File: src/rtl/basemul_readout_ctrl.sv
// Drains RAM C after the core's done edge and streams the N coefficients out
// over valid/ready, using a 2-entry read-ahead buffer to hide the read latency.
module basemul_readout_ctrl #(
  parameter int DEPTH = 8,
  parameter int WIDTH = 16
) (
  input  logic             clk,
  input  logic             reset,
  input  logic             set,
  input  logic             done,
  input  logic             flush,
  output logic             ramc_re,
  output logic [DEPTH-1:0] ramc_addr,
  input  logic [WIDTH-1:0] ramc_dout,
  output logic [WIDTH-1:0] out_data,
  output logic             out_valid,
  input  logic             out_ready,
  output logic             readout,
  output logic             drained
);

  localparam logic [DEPTH:0] ZERO_C = {(DEPTH+1){1'b0}};
  localparam logic [DEPTH:0] ONE_C  = {{DEPTH{1'b0}}, 1'b1};
  localparam logic [DEPTH:0] N_C    = {1'b1, {DEPTH{1'b0}}};
  localparam logic [DEPTH:0] LAST_C = {1'b0, {DEPTH{1'b1}}};

  typedef enum logic [1:0] {
    IDLE = 2'd0,
    RUN  = 2'd1,
    DONE = 2'd2
  } state_t;

  state_t           state_r;
  state_t           next_state_s;
  logic [DEPTH:0]   rd_cnt_r;
  logic [DEPTH:0]   wr_cnt_r;
  logic [1:0]       occ_r;
  logic             inflight_r;
  logic             done_q_r;
  logic             readout_r;
  logic             drained_r;
  logic [WIDTH-1:0] head_r;
  logic [WIDTH-1:0] tail_r;
  logic             start_s;
  logic             pop_s;
  logic             push_s;
  logic             issue_s;
  logic [2:0]       pend_s;

  assign out_valid = (occ_r != 2'd0);
  assign out_data  = head_r;
  assign readout   = readout_r;
  assign drained   = drained_r;
  assign ramc_re   = issue_s;
  assign ramc_addr = rd_cnt_r[DEPTH-1:0];

  // State register
  always_ff @(posedge clk or posedge reset) begin
    if (reset) begin
      state_r <= IDLE;
    end else begin
      state_r <= next_state_s;
    end
  end

  // Next-state logic; flush wins over everything, set=0 freezes
  always_comb begin
    next_state_s = state_r;
    if (flush) begin
      next_state_s = IDLE;
    end else if (!set) begin
      next_state_s = state_r;
    end else begin
      case (state_r)
        IDLE: begin
          if (start_s) next_state_s = RUN;
          else         next_state_s = IDLE;
        end
        RUN: begin
          if (pop_s && (wr_cnt_r == LAST_C)) next_state_s = DONE;
          else                               next_state_s = RUN;
        end
        DONE:    next_state_s = IDLE;
        default: next_state_s = IDLE;
      endcase
    end
  end

  // Read issue and buffer handshake; a same-cycle pop frees a slot for the next read
  always_comb begin
    start_s = done && !done_q_r;
    pop_s   = set && !flush && (state_r == RUN) && out_valid && out_ready;
    push_s  = inflight_r && !flush;
    pend_s  = {1'b0, occ_r} + {2'b00, inflight_r};
    issue_s = 1'b0;
    if (set && !flush && (state_r == RUN) && (rd_cnt_r < N_C)) begin
      issue_s = (pend_s < 3'd2) || (pop_s && (pend_s == 3'd2));
    end else begin
      issue_s = 1'b0;
    end
  end

  // Counters, edge detector and status outputs
  always_ff @(posedge clk or posedge reset) begin
    if (reset) begin
      rd_cnt_r   <= ZERO_C;
      wr_cnt_r   <= ZERO_C;
      inflight_r <= 1'b0;
      done_q_r   <= 1'b0;
      readout_r  <= 1'b0;
      drained_r  <= 1'b0;
    end else if (flush) begin
      rd_cnt_r   <= ZERO_C;
      wr_cnt_r   <= ZERO_C;
      inflight_r <= 1'b0;
      readout_r  <= 1'b0;
      drained_r  <= 1'b0;
      if (set) done_q_r <= done;
    end else begin
      inflight_r <= issue_s;
      if (set) begin
        done_q_r  <= done;
        readout_r <= (next_state_s != IDLE);
        drained_r <= (state_r == DONE);
      end
      if (set && (state_r == IDLE) && start_s) begin
        rd_cnt_r <= ZERO_C;
        wr_cnt_r <= ZERO_C;
      end else begin
        if (issue_s) rd_cnt_r <= rd_cnt_r + ONE_C;
        if (pop_s)   wr_cnt_r <= wr_cnt_r + ONE_C;
      end
    end
  end

  // Two-entry buffer: head drives out_data directly, tail only fills behind it
  always_ff @(posedge clk or posedge reset) begin
    if (reset) begin
      occ_r  <= 2'd0;
      head_r <= {WIDTH{1'b0}};
      tail_r <= {WIDTH{1'b0}};
    end else if (flush) begin
      occ_r <= 2'd0;
    end else begin
      case ({push_s, pop_s})
        2'b10: begin
          if (occ_r == 2'd0) head_r <= ramc_dout;
          else               tail_r <= ramc_dout;
          occ_r <= occ_r + 2'd1;
        end
        2'b01: begin
          head_r <= tail_r;
          occ_r  <= occ_r - 2'd1;
        end
        2'b11: begin
          if (occ_r == 2'd1) begin
            head_r <= ramc_dout;
          end else begin
            head_r <= tail_r;
            tail_r <= ramc_dout;
          end
        end
        default: begin
          occ_r <= occ_r;
        end
      endcase
    end
  end

endmodule

File: config.mk
export PLATFORM = sky130hd
export DESIGN_NAME = basemul_readout_ctrl
export DESIGN_NICKNAME = d
export VERILOG_FILES = /design/src/rtl/basemul_readout_ctrl.sv
export SDC_FILE = /design/constraint.sdc
export NUM_CORES = 1
export LEC_CHECK = 0
export ABC_AREA = 1
export CAP_MARGIN = 10
export CORE_MARGIN = 1
export CORE_UTILIZATION = 35
export DETAILED_ROUTE_END_ITERATION = 8
export DONT_BUFFER_PORTS = 1
export HOLD_SLACK_MARGIN = 0.15
export MAX_ROUTING_LAYER = met4
export PLACE_DENSITY = 0.5
export SLEW_MARGIN = 20
export SYNTH_ARGS = -nofsm -noshare
export SYNTH_HDL_FRONTEND = slang
export SYNTH_SLANG_ARGS = --single-unit
File: constraint.sdc
create_clock -name clk -period 2.9 [get_ports clk]
set_clock_uncertainty 0.15 [all_clocks]
set_input_delay 0.29 -clock clk [delete_from_list [all_inputs] [get_ports clk]]
set_output_delay 0.29 -clock clk [all_outputs]
set_load 0.01 [all_outputs]
==> metrics.md, run 1 <==
| Metric | Value |
|---|---|
| Via count | `2304` |
| Power per cell area | `687.6 nW/um^2` |
| Max_cap viols | `0` |
| Post-synth top cells | `120 x nand2_1, 58 x dfrtp_1, 48 x inv_1, 23 x nand3_1, 23 x nor2_1` |
| Clk sink count | `58` |
| RR Endpoint | `out_data[2]` |
| VDD IR-drop max | `0.2873 mV` |
| Yosys reg bits | `58` |
| Mapped Cells | `371` |
| Crit Path Max Fanout | `7` |
| Async SR Flop Fraction | `100.0%` |
| Resized Gates After CTS | `0` |
| Syn_area_per_cell | `8.310 um^2` |
| Number of cells on the worst reg-to-reg path | `6` |
| NumNets Final | `417` |
| Placer congestion estimate | `0.8038` |
| Layout area overhead | `15.10%` |
| Die area | `9188 um^2` |
| Post-CTS Setup Repair Bufs | `0` |
| RSZ-0062 raised after global routing | `false` |
| Clock slew at reported path FFs | `0.07 ns` |
| DR WL/cell | `12.64 um` |
| WS Path Type | `reg2out` |
| Sequential area share after synthesis | `47.08%` |
| Leak | `1.874 nW` |
| Core ar. | `8382 um^2` |
| CTS tree | `yes` |
| Antenna diodes | `0` |
| H-tree depth | `3` |
| Vias in the first global route | `2205` |
| # rows | `33` |
| Outcome | `finished, final reports clean` |
| Grt ovf | `0` |
| Drt total wl | `6.283 mm` |
| Drt first pass iters | `4` |
| Die width | `95.86 um` |
| Max Freq | `0.4226 GHz` |
| Footprint of the multi-input gates | `1291 um^2` |
| Final setup viols | `0` |
| Syn_nets | `401` |
| Post-route DRC | `0` |
| CTS buffer count | `9` |
| Biggest area consumer among synthesized cells | `dfrtp_1` |
| Most frequent cell after synthesis | `nand2_1` |
| Main area contributors after synthesis | `dfrtp_1 47%, nand2_1 15%, inv_1 5.8%, o21ai_2 4.3%, o211ai_1 3.9%` |
| Hold path endpoint | `occ_r[1]` |
| Root Buffer | `clkbuf_8` |
| Slew margin rel. | `49.48%` |
| Synthesis Warnings | `0` |
| Hold Path Class | `in2reg` |
| Register area | `1451 um^2` |
| WP data arrival | `1.93 ns` |
| Initial Util | `36.78%` |
| Hold path start | `flush` |
| All-layer global routing usage | `15.61%` |
| Yosys cell types | `29` |
| Final Slew Violations | `0` |
| Vias per cell | `4.636` |
| HPWL after DPL | `4.068 mm` |
| EDFF count, synth | `0` |
| FF-to-FF Start | `occ_r[0]` |
| Largest net degree at the start of global routing | `59` |
| Crit path required time | `2.46 ns` |
| Final worst setup slack | `0.5336 ns` |
| Pre-CTS setup slack | `0.5998 ns` |
| Initial drt markers | `93` |
| R2r setup slk | `0.63 ns` |
| Port Buf Inserts | `0` |
| Area fraction of the dominant cell type after synthesis | `47.08%` |
| Worst-Margin Slew | `0.7577 ns` |
| Ys flop type | `dfrtp_1` |
| CTS max path bufs | `2` |
| Worst skew pair latency | `0.34 ns` |
| Hold Vio Cnt, Final | `0` |
| Sum Neg Setup Slack | `0 ns` |
| Crit. End Element | `primary output` |
| Minimum clock period | `2.366 ns` |
| Remaining antenna violation count | `0` |
| Mapped cell area | `3083 um^2` |
| Initial antenna violation count | `0` |
| Hold path depth | `5` |
| Global-route wire length before repair | `10.55 mm` |
| Fillers | `868` |
| IO Pins | `50` |
| DIE HEIGHT | `95.86 um` |
| Setup crit start kind | `flip-flop` |
| Share of cells above drive strength 1 | `12.76%` |
| Tcrit/Tclk final | `81.60%` |
-- where the power goes --
| part | internal [mW] | total [mW] | switching (mW) |
|---|---|---|---|
| sequential | 0.982 | 1.14 | 0.159 |
| combinational | 0.152 | 0.360 | 0.208 |
| clock | 0.579 | 0.939 | 0.360 |
-- logic make-up (layout without fill, tap and decap cells) --
logic type | after synthesis | after routing | share of synthesized area, %
and+or+nand+nor | 184 | 184 | 26.30
buffers and inverters | 70 | 91 | 11.04
DFF | 58 | 58 | 47.08
AOI/OAI and AO/OA | 45 | 45 | 10.63
adders and majority gates | 8 | 8 | 3.247
xor gates and xnor gates | 6 | 6 | 1.705
-- worst max path at each step --
| stage | cells past startpoint | endpoint | slack [ns] | start |
|---|---|---|---|---|
| after CTS | 9 | ramc_re | 0.48 | occ_r[0] |
| after global placement | 6 | out_data[6] | 0.75 | occ_r[0] |
| after detailed placement | 6 | out_data[13] | 0.60 | occ_r[0] |
| final | 9 | ramc_re | 0.53 | occ_r[0] |
| after floorplan | 1 | done_q_r | 1.03 | reset |
| after global routing | 9 | ramc_re | 0.33 | occ_r[0] |
-- cells in the final DEF, fill, tap and decap left out, types with 8 or more instances in the layout --
cell type,netlist,final
inv_1,48,47
nand3_1,23,23
o211ai_1,16,16
nand2_1,120,120
ha_1,8,8
o21ai_2,15,15
dlygate4sd3_1,0,21
nor2_1,23,23
clkbuf_8,0,9
dfrtp_1,58,58
-- repair_timing --
action / CTS / global route
setup endpoints to repair: 0 / 0
hold endpoints to repair: 100 / 0
hold buffers: 21 / 0
-- stage by stage --
stage	area, um^2	utilization [%]	hold WS, ns	instances	total power, mW
floorplan	3083	-	0.2288	371	1.416
detailed placement	3089	36.86	0.2337	460	1.496
global route	3548	42.33	0.2160	497	2.604
global placement	3089	36.86	0.2324	460	1.489
CTS	3548	42.33	0.1726	497	2.485
finish	3548	42.33	0.1864	497	2.440
-- state kept, by name, summed over array words and instances (netlist names) --
| signal | count |
|---|---|
| done_q_r | 1 |
| drained | 1 |
| inflight_r | 1 |
| occ_r | 2 |
| out_data | 16 |
| rd_cnt_r | 9 |
| readout | 1 |
| state_r | 2 |
| tail_r | 16 |
| wr_cnt_r | 9 |
-- final cells by class --
class,instances,share of cell area [%]
Tap cell,105,3.702
Inverter,52,5.642
Clock buffer,9,3.491
Clock inverter,7,3.526
Sequential cell,58,40.90
Timing Repair Buffer,23,6.347
Multi-Input combinational cell,243,36.39
-- metal layers --
metal | part of all wire (%) | vias up | track usage [%]
met1 | 50 | 1056 | 20.12
met4 | 1.5 | 0 | 6.095
met2 | 44 | 47 | 22.98
met5 | 0 | - | -
li1 | - | 1192 | -
met3 | 5.1 | 9 | 4.660
-- critical path, stage by stage, from the launching register on --
cell and delay, ns:
dfrtp_1 0.40, ha_1 0.19, inv_1 0.05, ha_1 0.26, nand2_1 0.05, nor2_1 0.11, nand3_1 0.11, nand2_1 0.10
nand2_1 0.14, inv_2 0.19
No activity file was read; power rests on OpenSTA's default activity.
==> inputs of run 2 (changes only) <==
--- a/config.mk
+++ b/config.mk
@@ -5,7 +5,7 @@
 export SDC_FILE = /design/constraint.sdc
 export NUM_CORES = 1
 export LEC_CHECK = 0
-export ABC_AREA = 1
+export ABC_AREA = 0
 export CAP_MARGIN = 10
 export CORE_MARGIN = 1
 export CORE_UTILIZATION = 35
@@ -13,7 +13,7 @@
 export DONT_BUFFER_PORTS = 1
 export HOLD_SLACK_MARGIN = 0.15
 export MAX_ROUTING_LAYER = met4
-export PLACE_DENSITY = 0.5
+export PLACE_DENSITY = 0.52
 export SLEW_MARGIN = 20
 export SYNTH_ARGS = -nofsm -noshare
 export SYNTH_HDL_FRONTEND = slang
==> constraint.sdc (replaced) <==
create_clock -name clk -period 2 [get_ports clk]
set_clock_uncertainty 0.15 [all_clocks]
set_input_delay 0.2 -clock clk [delete_from_list [all_inputs] [get_ports clk]]
set_output_delay 0.2 -clock clk [all_outputs]
set_load 0.01 [all_outputs]
==> run 2 against run 1 <==
Effect of this change: the flow now finishes with violations (setup timing); combinational power rose by 3%; global-route usage increased by 0.61 points; wire length is 6.7% higher; non-clock buffer count is 29 higher; largest cell class unchanged.
==> metrics.md, run 2 <==
| Metric | Value |
|---|---|
| Leak | `1.735 nW` |
| Routed wl met2 | `3.292 mm` |
| DR top layer | `met4` |
| Final worst setup slack | `-0.07099 ns` |
| Via count | `2184` |
| Fillers | `767` |
| Global-route wire length before repair | `10.64 mm` |
| Antenna diodes | `0` |
| R2r setup slk | `-0.04 ns` |
| Initial drt markers | `87` |
| Die area | `8837 um^2` |
| Compound-gate portion of the synthesized area | `12.88%` |
| Root Buffer | `clkbuf_8` |
| Vias in the first global route | `2187` |
| Clk sink count | `58` |
| VDD IR-drop max | `0.4017 mV` |
| Syn_nets | `313` |
| Initial Util | `36.06%` |
| Mapped cell area | `2963 um^2` |
| Port Buf Inserts | `0` |
| Yosys cell types | `48` |
| Tot Pwr | `3.024 mW` |
| Sequential area share after synthesis | `48.99%` |
| Area fraction of the dominant cell type after synthesis | `48.99%` |
| Clock slew at reported path FFs | `0.07 ns` |
| WS Path Type | `reg2out` |
| Power per cell area | `796.6 nW/um^2` |
| Most frequent cells in the layout | `58 x dfrtp_1, 48 x inv_1, 24 x buf_4, 21 x dlygate4sd3_1, 14 x nor2_1` |
| WP data arrival | `1.72 ns` |
| # rows | `33` |
| Core ar. | `8217 um^2` |
| RSZ-0062 raised after global routing | `true` |
| Layout Cells excl Fill | `438` |
| Share of cells above drive strength 1 | `23.72%` |
| Register area | `1451 um^2` |
| NumNets Final | `358` |
| Failing checks | `setup timing` |
| Max_cap viols | `0` |
| Synth Area in Adders | `3.378%` |
| Final Slew Violations | `0` |
| Post-Synth Simple-Gate Area | `14.61%` |
| Hold Vio Cnt, Final | `0` |
| Tcrit/Tclk final | `103.5%` |
| Most frequent cell after synthesis | `dfrtp_1` |
| Grt ovf | `0` |
| Synthesis Warnings | `0` |
| Largest net degree at the start of global routing | `59` |
| Largest family of logic cells by synthesized area | `simple AND/OR/NAND/NOR gates` |
| Post-synth top cells | `58 x dfrtp_1, 51 x inv_1, 18 x nor2_1, 13 x mux2i_1, 12 x a222oi_1` |
| Placed instance count | `394` |
| Placer congestion estimate | `0.7472` |
| CTS buffer count | `9` |
| Wl on met1 | `2.946 mm` |
| Syn_area_per_cell | `10.47 um^2` |
| Footprint of the multi-input gates | `1286 um^2` |
| Slew margin rel. | `64.20%` |
| CTS max path bufs | `2` |
| Routed length on met3 | `389 um` |
| Layout area overhead | `28.12%` |
| Crit Path Max Fanout | `10` |
| Final setup viols | `2` |
| Drt total wl | `6.701 mm` |
| Sum Neg Setup Slack | `-0.1094 ns` |
| All-layer global routing usage | `16.22%` |
| Hold Path Class | `in2reg` |
| IO Pins | `50` |
| Die width | `94.01 um` |
| Crit. End Element | `primary output` |
| CTS tree | `yes` |
| Remaining antenna violation count | `0` |
| Mapped Cells | `283` |
| HPWL after DPL | `4.256 mm` |
| Ys flop type | `dfrtp_1` |
| Setup crit start kind | `flip-flop` |
| Synth Area in XOR/XNOR | `2.829%` |
| Async SR Flop Fraction | `100.0%` |
| Main area contributors after synthesis | `dfrtp_1 49%, inv_1 6.5%, mux2i_1 4.4%, a222oi_1 4.1%, ha_1 3.4%` |
| EDFF count, synth | `0` |
| CP cell instances | `and4bb_4 -> buf_4 -> nand2b_4 -> nor2_2 -> buf_6 -> buf_12` |
| Pre-CTS setup slack | `-0.1262 ns` |
| Drt first pass iters | `5` |
| Minimum clock period | `2.071 ns` |
| DR WL/cell | `15.30 um` |
| Leading cell type in the layout, fill and taps excluded | `dfrtp_1` |
| Yosys reg bits | `58` |
| H-tree depth | `3` |
| DIE HEIGHT | `94.01 um` |
| Biggest area consumer among synthesized cells | `dfrtp_1` |
| Post-synthesis mux area share | `6.672%` |
| Slowest cell on the critical path | `dfrtp_1` |
| Worst-Margin Slew | `0.5364 ns` |
| Outcome | `finished with violations` |
| Crit path required time | `1.65 ns` |
| Worst skew pair latency | `0.33 ns` |
| Initial antenna violation count | `0` |
| Post-route DRC | `0` |
| CP peak stage delay | `0.37 ns` |
| Max Freq | `0.4829 GHz` |
| Vias per cell | `4.986` |
[run 2: final cells by class]
class / count / share of cell area [%]
inverters: 51 / 5.043
clock buffers: 9 / 3.263
multi-input cells: 156 / 33.88
flip-flops and latches: 58 / 38.23
clock inverters: 7 / 2.472
well taps: 105 / 3.461
repair buffers: 52 / 13.65
[run 2: cell families after synthesis]
group | count (synthesis)
buffers and inverters | 69
muxes | 19
adders and majority gates | 8
AOI/OAI and AO/OA | 44
DFF | 58
and+or+nand+nor | 77
xor gates and xnor gates | 8
[run 2: power by group]
group	total (mW)	switching (mW)	internal [mW]	leakage (nW)
sequential	1.45	0.142	1.31	0.690
clock	1.20	0.503	0.698	0.105
combinational	0.369	0.188	0.181	0.940
[run 2: worst paths after layout]
check / from / endpoint / depth (start not counted)
worst min register to register: tail_r[14] / tail_r[14] / 1
max in group asynchronous: reset / rd_cnt_r[8] / 3
worst max register to register: occ_r[0] / rd_cnt_r[7] / 7
min in group asynchronous: reset / tail_r[5] / 3
worst max-delay path: state_r[1] / ramc_re / 6
worst min-delay path: out_ready / wr_cnt_r[1] / 5
[run 2: what timing repair did]
| action | in CTS | in global routing |
|---|---|---|
| pin swaps | 5 | 4 |
| hold endpoints to repair | 110 | 0 |
| gates cloned | 0 | 1 |
| hold buffers | 21 | 0 |
| setup buffers | 6 | 0 |
| setup endpoints to repair | 22 | 42 |
| resized for setup | 15 | 9 |
[run 2: through the flow]
stage | hold WS (ns) | area, um^2 | utilization (%)
CTS | 0.2036 | 3734 | 45.44
global placement | 0.02494 | 3201 | 38.95
detailed placement | 0.02982 | 3201 | 38.95
global route | 0.2300 | 3796 | 46.20
floorplan | 0.2002 | 2963 | -
finish | 0.2043 | 3796 | 46.20
[run 2: critical path: cells and delay by family, from the launching register on]
| kind | cells | cell delay, ns |
|---|---|---|
| and+or+nand+nor | 3 | 0.63 |
| buffers and inverters | 3 | 0.39 |
| DFF | 1 | 0.37 |
[run 2: routing by layer]
layer	global-route usage (%)	vias to the layer above
li1	-	1067
met1	19.37	1063
met2	26.16	46
met3	5.340	8
met4	4.615	0
met5	-	-
